<file path="src/rtl/fb_pkg.sv">
// Framebuffer shared definitions: port-A arbiter state encoding and the RAM
// geometry shared by the RAM instance, the arbiter and the VGA reader.
package fb_pkg;

  localparam int FB_DATA = 18;
  localparam int FB_ADDR = 14;
  localparam int FB_SIZE = 12288;

  localparam logic [FB_DATA-1:0] FB_CLEAR_VAL = '0;

  typedef enum logic {
    FB_IDLE  = 1'b0,
    FB_CLEAR = 1'b1
  } fb_state_e;

endpackage

</file>
<file path="src/rtl/fb_port_arbiter_if.sv">
// Port-A bundle of the framebuffer arbiter: two requesters, the clear
// control, and the RAM port-A pins.
interface fb_port_arbiter_if #(
  parameter int DATA = 18,
  parameter int ADDR = 14
);

  logic            clear_start;
  logic            clear_busy;

  logic            r0_req;
  logic            r0_we;
  logic [ADDR-1:0] r0_addr;
  logic [DATA-1:0] r0_wdata;
  logic            r0_gnt;
  logic            r0_rvalid;
  logic [DATA-1:0] r0_rdata;

  logic            r1_req;
  logic            r1_we;
  logic [ADDR-1:0] r1_addr;
  logic [DATA-1:0] r1_wdata;
  logic            r1_gnt;
  logic            r1_rvalid;
  logic [DATA-1:0] r1_rdata;

  logic            mem_we;
  logic [ADDR-1:0] mem_addr;
  logic [DATA-1:0] mem_din;
  logic [DATA-1:0] mem_dout;

  // Arbiter side.
  modport slave (
    input  clear_start,
    output clear_busy,
    input  r0_req, r0_we, r0_addr, r0_wdata,
    output r0_gnt, r0_rvalid, r0_rdata,
    input  r1_req, r1_we, r1_addr, r1_wdata,
    output r1_gnt, r1_rvalid, r1_rdata,
    output mem_we, mem_addr, mem_din,
    input  mem_dout
  );

  // Requesters plus RAM side.
  modport master (
    output clear_start,
    input  clear_busy,
    output r0_req, r0_we, r0_addr, r0_wdata,
    input  r0_gnt, r0_rvalid, r0_rdata,
    output r1_req, r1_we, r1_addr, r1_wdata,
    input  r1_gnt, r1_rvalid, r1_rdata,
    input  mem_we, mem_addr, mem_din,
    output mem_dout
  );

endinterface

</file>
<file path="src/rtl/fb_port_arbiter_rr_arbiter2.sv">
// Two-way round-robin arbiter. The pointer names the last winner, so the other
// requester wins the next contention; reset value 1 lets req0 win first.
module rr_arbiter2 (
  input  logic       clk,
  input  logic       rst,
  input  logic       i_en,
  input  logic [1:0] i_req,
  output logic [1:0] o_gnt
);

  logic r_ptr;

  always_comb begin
    o_gnt = 2'b00;
    if (i_en && !rst) begin
      case (i_req)
        2'b01:   o_gnt = 2'b01;
        2'b10:   o_gnt = 2'b10;
        2'b11:   o_gnt = r_ptr ? 2'b01 : 2'b10;
        default: o_gnt = 2'b00;
      endcase
    end
  end

  always_ff @(posedge clk or posedge rst) begin
    if (rst) begin
      r_ptr <= 1'b1;
    end else if (|o_gnt) begin
      r_ptr <= o_gnt[1];
    end
  end

endmodule

</file>
<file path="src/rtl/fb_port_arbiter.sv">
// Framebuffer RAM port-A arbiter: round-robin CPU/painter sharing with
// one-cycle read return, plus a full-RAM clear sweep that locks requesters out.
module fb_port_arbiter
  import fb_pkg::*;
#(
  parameter int              DATA      = FB_DATA,
  parameter int              ADDR      = FB_ADDR,
  parameter int              SIZE      = FB_SIZE,
  parameter logic [DATA-1:0] CLEAR_VAL = FB_CLEAR_VAL
) (
  input logic              clk,
  input logic              rst,
  fb_port_arbiter_if.slave bus
);

  fb_state_e       r_state, w_state_nxt;
  logic [ADDR-1:0] r_cnt, w_cnt_nxt;
  logic            r_rvalid0, r_rvalid1;
  logic            r_oor;
  logic [ADDR-1:0] r_last_addr;

  logic [1:0]      w_gnt;
  logic            w_en;
  logic            w_sel_we;
  logic [ADDR-1:0] w_sel_addr;
  logic [DATA-1:0] w_sel_din;
  logic            w_in_range;
  logic            w_mem_we;
  logic [ADDR-1:0] w_mem_addr;
  logic [DATA-1:0] w_mem_din;

  assign w_en = (r_state == FB_IDLE);

  rr_arbiter2 u_rr (
    .clk   (clk),
    .rst   (rst),
    .i_en  (w_en),
    .i_req ({bus.r1_req, bus.r0_req}),
    .o_gnt (w_gnt)
  );

  assign w_sel_we   = w_gnt[1] ? bus.r1_we    : bus.r0_we;
  assign w_sel_addr = w_gnt[1] ? bus.r1_addr  : bus.r0_addr;
  assign w_sel_din  = w_gnt[1] ? bus.r1_wdata : bus.r0_wdata;
  assign w_in_range = ({{(32-ADDR){1'b0}}, w_sel_addr} < 32'(SIZE));

  always_comb begin
    w_state_nxt = r_state;
    w_cnt_nxt   = r_cnt;
    w_mem_we    = 1'b0;
    w_mem_addr  = r_last_addr;
    w_mem_din   = w_sel_din;
    case (r_state)
      FB_IDLE: begin
        if (|w_gnt) begin
          w_mem_addr = w_sel_addr;
          w_mem_we   = w_sel_we & w_in_range;
        end
        if (bus.clear_start) begin
          w_state_nxt = FB_CLEAR;
        end
      end
      FB_CLEAR: begin
        w_mem_we   = 1'b1;
        w_mem_addr = r_cnt;
        w_mem_din  = CLEAR_VAL;
        if (r_cnt == ADDR'(SIZE-1)) begin
          w_state_nxt = FB_IDLE;
          w_cnt_nxt   = '0;
        end else begin
          w_cnt_nxt = r_cnt + ADDR'(1);
        end
      end
      default: w_state_nxt = FB_IDLE;
    endcase
    if (rst) begin
      w_mem_we = 1'b0;
    end
  end

  always_ff @(posedge clk or posedge rst) begin
    if (rst) begin
      r_state     <= FB_IDLE;
      r_cnt       <= '0;
      r_rvalid0   <= 1'b0;
      r_rvalid1   <= 1'b0;
      r_oor       <= 1'b0;
      r_last_addr <= '0;
    end else begin
      r_state     <= w_state_nxt;
      r_cnt       <= w_cnt_nxt;
      r_rvalid0   <= w_gnt[0] & ~bus.r0_we;
      r_rvalid1   <= w_gnt[1] & ~bus.r1_we;
      r_last_addr <= w_mem_addr;
      // Out-of-range reads return zero rather than whatever the RAM aliases to.
      if (|w_gnt) begin
        r_oor <= ~w_in_range;
      end
    end
  end

  assign bus.clear_busy = (r_state == FB_CLEAR);
  assign bus.r0_gnt     = w_gnt[0];
  assign bus.r1_gnt     = w_gnt[1];
  assign bus.r0_rvalid  = r_rvalid0;
  assign bus.r1_rvalid  = r_rvalid1;
  assign bus.r0_rdata   = r_oor ? '0 : bus.mem_dout;
  assign bus.r1_rdata   = r_oor ? '0 : bus.mem_dout;
  assign bus.mem_we     = w_mem_we;
  assign bus.mem_addr   = w_mem_addr;
  assign bus.mem_din    = w_mem_din;

endmodule

</file>
<file path="src/flat_wrapper.sv">
// flat-port wrapper written by rule: the top's interface ports become plain ports
module fb_port_arbiter_flat import fb_pkg::*;
#(
  parameter int              DATA      = FB_DATA,
  parameter int              ADDR      = FB_ADDR,
  parameter int              SIZE      = FB_SIZE,
  parameter logic [DATA-1:0] CLEAR_VAL = FB_CLEAR_VAL
)
  (clk, rst, bus_clear_start, bus_clear_busy, bus_r0_req, bus_r0_we, bus_r0_addr, bus_r0_wdata, bus_r0_gnt, bus_r0_rvalid, bus_r0_rdata, bus_r1_req, bus_r1_we, bus_r1_addr, bus_r1_wdata, bus_r1_gnt, bus_r1_rvalid, bus_r1_rdata, bus_mem_we, bus_mem_addr, bus_mem_din, bus_mem_dout);
  fb_port_arbiter_if #(.DATA(DATA), .ADDR(ADDR)) bus_i ();
  input logic clk;
  input logic rst;
  input wire logic [$bits(bus_i.clear_start)-1:0] bus_clear_start;
  output wire logic [$bits(bus_i.clear_busy)-1:0] bus_clear_busy;
  input wire logic [$bits(bus_i.r0_req)-1:0] bus_r0_req;
  input wire logic [$bits(bus_i.r0_we)-1:0] bus_r0_we;
  input wire logic [$bits(bus_i.r0_addr)-1:0] bus_r0_addr;
  input wire logic [$bits(bus_i.r0_wdata)-1:0] bus_r0_wdata;
  output wire logic [$bits(bus_i.r0_gnt)-1:0] bus_r0_gnt;
  output wire logic [$bits(bus_i.r0_rvalid)-1:0] bus_r0_rvalid;
  output wire logic [$bits(bus_i.r0_rdata)-1:0] bus_r0_rdata;
  input wire logic [$bits(bus_i.r1_req)-1:0] bus_r1_req;
  input wire logic [$bits(bus_i.r1_we)-1:0] bus_r1_we;
  input wire logic [$bits(bus_i.r1_addr)-1:0] bus_r1_addr;
  input wire logic [$bits(bus_i.r1_wdata)-1:0] bus_r1_wdata;
  output wire logic [$bits(bus_i.r1_gnt)-1:0] bus_r1_gnt;
  output wire logic [$bits(bus_i.r1_rvalid)-1:0] bus_r1_rvalid;
  output wire logic [$bits(bus_i.r1_rdata)-1:0] bus_r1_rdata;
  output wire logic [$bits(bus_i.mem_we)-1:0] bus_mem_we;
  output wire logic [$bits(bus_i.mem_addr)-1:0] bus_mem_addr;
  output wire logic [$bits(bus_i.mem_din)-1:0] bus_mem_din;
  input wire logic [$bits(bus_i.mem_dout)-1:0] bus_mem_dout;
  assign bus_i.clear_start = bus_clear_start;
  assign bus_clear_busy = bus_i.clear_busy;
  assign bus_i.r0_req = bus_r0_req;
  assign bus_i.r0_we = bus_r0_we;
  assign bus_i.r0_addr = bus_r0_addr;
  assign bus_i.r0_wdata = bus_r0_wdata;
  assign bus_r0_gnt = bus_i.r0_gnt;
  assign bus_r0_rvalid = bus_i.r0_rvalid;
  assign bus_r0_rdata = bus_i.r0_rdata;
  assign bus_i.r1_req = bus_r1_req;
  assign bus_i.r1_we = bus_r1_we;
  assign bus_i.r1_addr = bus_r1_addr;
  assign bus_i.r1_wdata = bus_r1_wdata;
  assign bus_r1_gnt = bus_i.r1_gnt;
  assign bus_r1_rvalid = bus_i.r1_rvalid;
  assign bus_r1_rdata = bus_i.r1_rdata;
  assign bus_mem_we = bus_i.mem_we;
  assign bus_mem_addr = bus_i.mem_addr;
  assign bus_mem_din = bus_i.mem_din;
  assign bus_i.mem_dout = bus_mem_dout;
  fb_port_arbiter #(.DATA(DATA), .ADDR(ADDR), .SIZE(SIZE), .CLEAR_VAL(CLEAR_VAL)) u_core (.clk(clk), .rst(rst), .bus(bus_i));
endmodule
</file>
<file path="config.mk">
export PLATFORM = sky130hd
export DESIGN_NAME = fb_port_arbiter_flat
export DESIGN_NICKNAME = d
export VERILOG_FILES = /design/src/rtl/fb_pkg.sv /design/src/rtl/fb_port_arbiter_if.sv /design/src/rtl/fb_port_arbiter_rr_arbiter2.sv /design/src/rtl/fb_port_arbiter.sv /design/src/flat_wrapper.sv
export SDC_FILE = /design/constraint.sdc
export NUM_CORES = 1
export LEC_CHECK = 0
export ABC_AREA = 1
export CORE_MARGIN = 4
export CORE_UTILIZATION = 30
export DETAILED_ROUTE_END_ITERATION = 7
export DONT_BUFFER_PORTS = 1
export PLACE_DENSITY = 0.5
export SYNTH_ARGS = -nofsm -noshare
export SYNTH_HDL_FRONTEND = slang
export SYNTH_HIERARCHICAL = 1
export SYNTH_SLANG_ARGS = --single-unit
</file>
<file path="constraint.sdc">
create_clock -name clk -period 2.8 [get_ports clk]
set_input_delay 0.7 -clock clk [delete_from_list [all_inputs] [get_ports clk]]
set_output_delay 0.7 -clock clk [all_outputs]
set_load 0.05 [all_outputs]
</file>
### After elaboration in Yosys (flattened, before gate mapping)

Index checks and enable logic that the tools add are counted.

| storage, ports and cells | value |
|---|---|
| input port bits | 89 |
| memory bits (read-only) | 0 |
| output and inout bits | 74 |
| latch bits | 0 |
| word-level logic and storage cells | 40 |
| memories kept | 0 |
| RAM bits | 0 |
| bits in registers | 33 |

| operators by class | value |
|---|---|
| magnitude comparators | 1 |
| bitwise logic cells | 7 |
| div/mod/pow operators | 0 |
| $mul | 0 |
| equality and inequality tests | 4 |
| add/subtract/negate cells | 1 |
| multiplexer cells | 17 |
| shift-type cells | 0 |
| reductions and logical operators | 3 |

Operators with widths:

| operator | count |
|---|---|
| 2-to-1 mux 18 bit | 3 |
| 2-to-1 mux 14 bit | 3 |
| one-hot mux 14 bit (2 select lines) | 1 |
| adder 14 x 1 -> 14 bit (second input constant) | 1 |
| == test 14 bit (second input constant) | 1 |
| less-than comparator 14 bit (second input constant) | 1 |
| one-hot mux 2 bit (3 select lines) | 1 |
| 2-to-1 mux 1 bit | 5 |
| == test 2 bit (second input constant) | 2 |
| 2-to-1 mux 2 bit | 2 |
| inverter 1 bit | 4 |
| one-hot mux 1 bit (2 select lines) | 2 |
| AND 1 bit | 3 |
| == test 2 x 1 -> 1 bit (second input constant) | 1 |
| OR reduction 2 bit | 1 |
| logical AND 1 bit | 1 |
| logical NOT 1 bit | 1 |

### Longest topological paths before layout

Gate-level depths: netlist (run 1).

| logic depth | value |
|---|---|
| depth after elaboration | 9 |
| gate-level depth with buffers | 13 |
| depth with buffers taken out | 9 |

### Cells and area by module

Netlist (run 1), hierarchy kept.

Modules (own cells, without submodules):

| module | times used | cells an instance | area an instance (um^2) | sequential area each (um^2) |
|---|---|---|---|---|
| fb_port_arbiter | 1 | 341 | 2,296.0 | 800.8 |
| rr_arbiter2 | 1 | 10 | 73.8 | 26.3 |

### Worst setup path before layout (run 1)

OpenSTA, ideal clock, no wires.

| path | value |
|---|---|
| path kind | register to output |
| from | register u_core.r_state, in the netlist u_core/bus.clear_busy |
| to | output bus_mem_addr[6] |
| stages on the path, launching flop included | 11 |
| setup slack | -1.061 ns |
| path buffers | 3 |
| data arrival time | 3.161 ns |
| data required time | 2.100 ns |
| cell sequence | dfrtp_1 > buf_2 > inv_4 > clkbuf_1 > nand3_2 > a21oi_2 > inv_1 > nor2_1 > buf_2 > a22oi_1 > a22oi_1 |

| between the ends | value |
|---|---|
| cells in the longest elaborated chain, start to end | 6 |
| elaborated cells between the ends (all ways) | 7 |
| those cells by class | 4 x mux; 1 x bitwise; 2 x reduce/logical |

RTL lines:

| element | RTL line | source |
|---|---|---|
| from (decl) | fb_port_arbiter.sv:16 | `fb_state_e r_state, w_state_nxt;` |
| from (signal assigned) | fb_port_arbiter.sv:90 | `r_state <= w_state_nxt;` |
| inverter 1 bit | fb_port_arbiter.sv:32 | `assign w_en = (r_state == FB_IDLE);` |
| net u_core.w_en | fb_port_arbiter.sv:23 | `logic w_en;` |
| logical AND 1 bit | fb_port_arbiter_rr_arbiter2.sv:15 | `if (i_en && !rst) begin` |
| 2-to-1 mux 2 bit | fb_port_arbiter_rr_arbiter2.sv:15 |  |
| net bus_r0_gnt | flat_wrapper.sv:19 | `output wire logic [$bits(bus_i.r0_gnt)-1:0] bus_r0_gnt;` |
| OR reduction 2 bit | fb_port_arbiter.sv:55 | `if (\|w_gnt) begin` |
| 2-to-1 mux 14 bit | fb_port_arbiter.sv:55 |  |
| one-hot mux 14 bit (2 select lines) | fb_port_arbiter.sv:53 | `case (r_state)` |
| to (decl) | flat_wrapper.sv:30 | `output wire logic [$bits(bus_i.mem_addr)-1:0] bus_mem_addr;` |

The timed path passes the listed nets, and every way through them passes these cells.

### Worst setup path after layout (run 1)

| path | value |
|---|---|
| from | register u_core.u_rr.r_ptr |
| to | output bus_mem_addr[5] |

| between the ends | value |
|---|---|
| cells in the longest elaborated chain, start to end | 6 |
| elaborated cells between the ends (all ways) | 7 |
| those cells by class | 6 x mux; 1 x reduce/logical |

RTL lines:

| element | RTL line | source |
|---|---|---|
| from (decl) | fb_port_arbiter_rr_arbiter2.sv:11 | `logic r_ptr;` |
| from (signal assigned) | fb_port_arbiter_rr_arbiter2.sv:29 | `r_ptr <= o_gnt[1];` |
| 2-to-1 mux 2 bit * | fb_port_arbiter_rr_arbiter2.sv:19 | `2'b11: o_gnt = r_ptr ? 2'b01 : 2'b10;` |
| one-hot mux 2 bit (3 select lines) * | fb_port_arbiter_rr_arbiter2.sv:16 | `case (i_req)` |
| 2-to-1 mux 2 bit * | fb_port_arbiter_rr_arbiter2.sv:15 |  |
| 2-to-1 mux 14 bit or OR reduction 2 bit (tied branches) | fb_port_arbiter.sv:43, fb_port_arbiter.sv:55 |  |
| 2-to-1 mux 14 bit * | fb_port_arbiter.sv:55 |  |
| one-hot mux 14 bit (2 select lines) * | fb_port_arbiter.sv:53 |  |

Mark *: on every way between the ends. The rest lies on a longest branch, timed or not.

==> run_results.csv, run 1 <==
group,metric,value,unit
outcome,outcome,"complete, no violations",
layout,final_cells,474,
routing,wl_per_cell,15.20,microns
yosys,synth_seq_cells,33,
layout,antenna_cells,0,
timing,finalClockSkew,0.006566,ns
floorplanning,io_pins,163,
critical_path,crit_type,"reg -> out",
timing,maxSlewViolCount,0,
critical_path,start_kind,"flop",
routing,vias,2266,
timing,finalCritPeriodShare,95.33,%
clock_tree,cts.sinks,33,
placed_design,dpl.hpwl,5898,microns
placed_design,gp_congestion,0.8376,
timing,finalSetupViolations,0,
floorplanning,die_area,9385,sq um
clock_tree,clk_pin_slew_worst_paths,0.07,ns
yosys,postSynthNetCount,441,
yosys,yosys_warnings,6,
placed_design,place_inst,465,
critical_path,rr_worst_depth,10,
layout,seq_area,828.3,sq um
yosys,netlist_area,2370,sq um
clock_tree,clock_path_buffers,2,
routing,via_per_inst,4.781,
clock_tree,root_buffer,"clkbuf_8",
power_and_ir_drop,total_power,1.938,mW
power_and_ir_drop,power_density,589.1,nW/um^2
placed_design,dp_slack,0.1119,ns
critical_path,cp_data_arrival_time,1.97,ns
yosys,yosysTopAreaCell,"dfrtp_1",
yosys,synth.distinct_cells,31,
yosys,yosysMostFrequentCell,"nor2_1",
layout,finish.utilization,42.79,%
hold_path,hp-class,"in -> async",
yosys,ys_seq_area_share,34.90,%
timing,setup_ws,0.1308,ns
clock_tree,cts_tree,"done",
timing,layout_min_cycle_time,2.669,ns
yosys,synthFlopType,"dfrtp_1",
timing,tns,0,ns
critical_path,reg2reg_from,"u_core/u_rr/r_ptr",
timing,tightest_slew,0.8630,ns
power_and_ir_drop,vdd_drop_max,0.2017,mV
layout,final_area,3289,sq um
critical_path,r2r_slack,0.98,ns
grt,gr-total-overflow,0,
clock_tree,hold_buffers,0,
floorplanning,dieHeight,96.88,microns
critical_path,critPathMaxFanout,15,
grt,track_usage,15.68,%
timing,fmax,374.6,MHz
layout,synthToLayoutAreaGrowth,38.81,%
yosys,syn_area_per_cell,6.751,sq um
timing,maxSlewHeadroom,42.46,%
routing,drt_first_pass_iters,4,
grt,antenna_found_initial,0,
critical_path,worstPathRequired,2.10,ns
power_and_ir_drop,leakage,1.529,nW
routing,drc,0,
yosys,synth_top_area_share,33.79,%
flow_run,drv_cap,0,
yosys,synth_common_cells,"nor2_1 (75), nand2_1 (54), inv_1 (46)",
floorplanning,rows,32,
layout,multi_input_area,1409,sq um
yosys,synthArstFlopShare,100.0,%
clock_tree,clk_latency,0.28,ns
critical_path,end_kind,"output pin",
floorplanning,core_area,7687,sq um
routing,ant_nets,0,
placed_design,placed_cell_area,3147,sq um
critical_path,startpoint,"u_core/u_rr/r_ptr",
timing,rsz0062_at_grt,"no",
clock_tree,htree_levels,2,
grt,grt_max_degree,42,
layout,drive_gt1_share,35.75,%
yosys,yosys-top-cells-area,"dfrtp_1 (34%), nor2_1 (12%), nand2_1 (8.6%)",
routing,routed_wl,7205,microns
layout,final_nets,461,
grt,grt_pass1_vias,2288,
floorplanning,start_util,30.83,%
floorplanning,die_w,96.88,microns
yosys,synth_cells,351,
critical_path,r2r-end,"u_core/r_last_addr[0]",
placed_design,port_buffers,0,
timing,hold_viol,0,
yosys,synth-edff-count,0,
layout,fillers,753,
grt,grt_pass1_wl,12080,microns
clock_tree,numCtsBuffers,5,
timing,fin_hold_ws,0.3246,ns
critical_path,crit_end,"bus_mem_addr[5]",
routing,drt_iter0_drc,93,
-- layer usage --
layer | track usage (%) | wire length, microns | vias up
li1 | - | - | 1121
met5 | 0 | 0 | -
met4 | 5.616 | 170 | 0
met1 | 18.23 | 2780 | 1029
met2 | 27.81 | 3772 | 102
met3 | 3.893 | 481 | 14
-- cells in the final DEF (no fill, tap or decap), drive strengths merged --
cell type / netlist / final
or2: 1 / 1
inv: 49 / 49
xor2: 3 / 3
ha: 1 / 1
clkbuf: 6 / 7
o211ai: 2 / 2
nand2: 59 / 59
dfrtp: 32 / 32
a22oi: 5 / 5
dfstp: 1 / 1
nand4: 8 / 8
buf: 29 / 48
o21ai: 30 / 30
o21bai: 2 / 2
bufinv: 0 / 1
xnor2: 2 / 2
nor2: 84 / 84
nand3: 18 / 18
a21oi: 17 / 17
nor3: 2 / 2
-- repair_timing --
action,4_1_cts,5_1_grt
resized for setup,0,2
setup endpoints to repair,3,11
pin swaps,2,3
setup buffers,1,0
-- area by class of cell --
cell class,count,area share (%)
sequential,33,25.18
clock inverter,1,0.9129
tap,102,3.880
inverter,49,5.896
timing repair buffer,48,18.68
clock buffer,7,2.625
multi-input combinational,234,42.83
-- cells by family after synthesis --
family / after synthesis / share of synthesized area (%)
xor+xnor: 5 / 1.848
fa+ha+maj: 1 / 0.5279
compound gates: 56 / 12.94
flops: 33 / 34.90
buf+inv: 84 / 17.00
simple gates: 172 / 32.79
-- report_power, final --
| group | switching (mW) | total, mW | internal, mW |
|---|---|---|---|
| registers | 0.103 | 0.680 | 0.577 |
| clock network | 0.175 | 0.465 | 0.290 |
| logic | 0.595 | 0.792 | 0.197 |
-- worst max-delay path, stage by stage, from the launching register on --
cell	delay (ns)
dfstp_2	0.54
nand2_1	0.05
nand4_1	0.13
inv_4	0.06
buf_6	0.16
nor2_4	0.13
buf_12	0.13
a22oi_1	0.11
a21oi_4	0.38
-- worst min-delay path by stage --
stage | startpoint | depth (start not counted) | end | slack (ns)
3_5_place_dp | u_core/u_rr/r_ptr | 2 | u_core/u_rr/r_ptr | 0.47
5_1_grt | rst | 1 | u_core/u_rr/r_ptr | 0.31
2_1_floorplan | u_core/u_rr/r_ptr | 2 | u_core/u_rr/r_ptr | 0.45
6_report | rst | 1 | u_core/u_rr/r_ptr | 0.32
4_1_cts | rst | 1 | u_core/u_rr/r_ptr | 0.31
3_3_place_gp | u_core/u_rr/r_ptr | 2 | u_core/u_rr/r_ptr | 0.47
-- registers in the layout, indices dropped and copies added (netlist names) --
name and count:
u_core/bus.r1_rvalid 1, u_core/r_cnt 14, u_core/r_last_addr 14, u_core/r_oor 1, u_core/bus.clear_busy 1, u_core/bus.r0_rvalid 1
u_core/u_rr/r_ptr 1
(Power assumes the default switching activity.)
==> inputs of run 2 (changes only) <==
Settings changed: CAP_MARGIN set to 20.
==> results of run 2 <==
Final layout, timing and power as in run 1 (identical DEF).
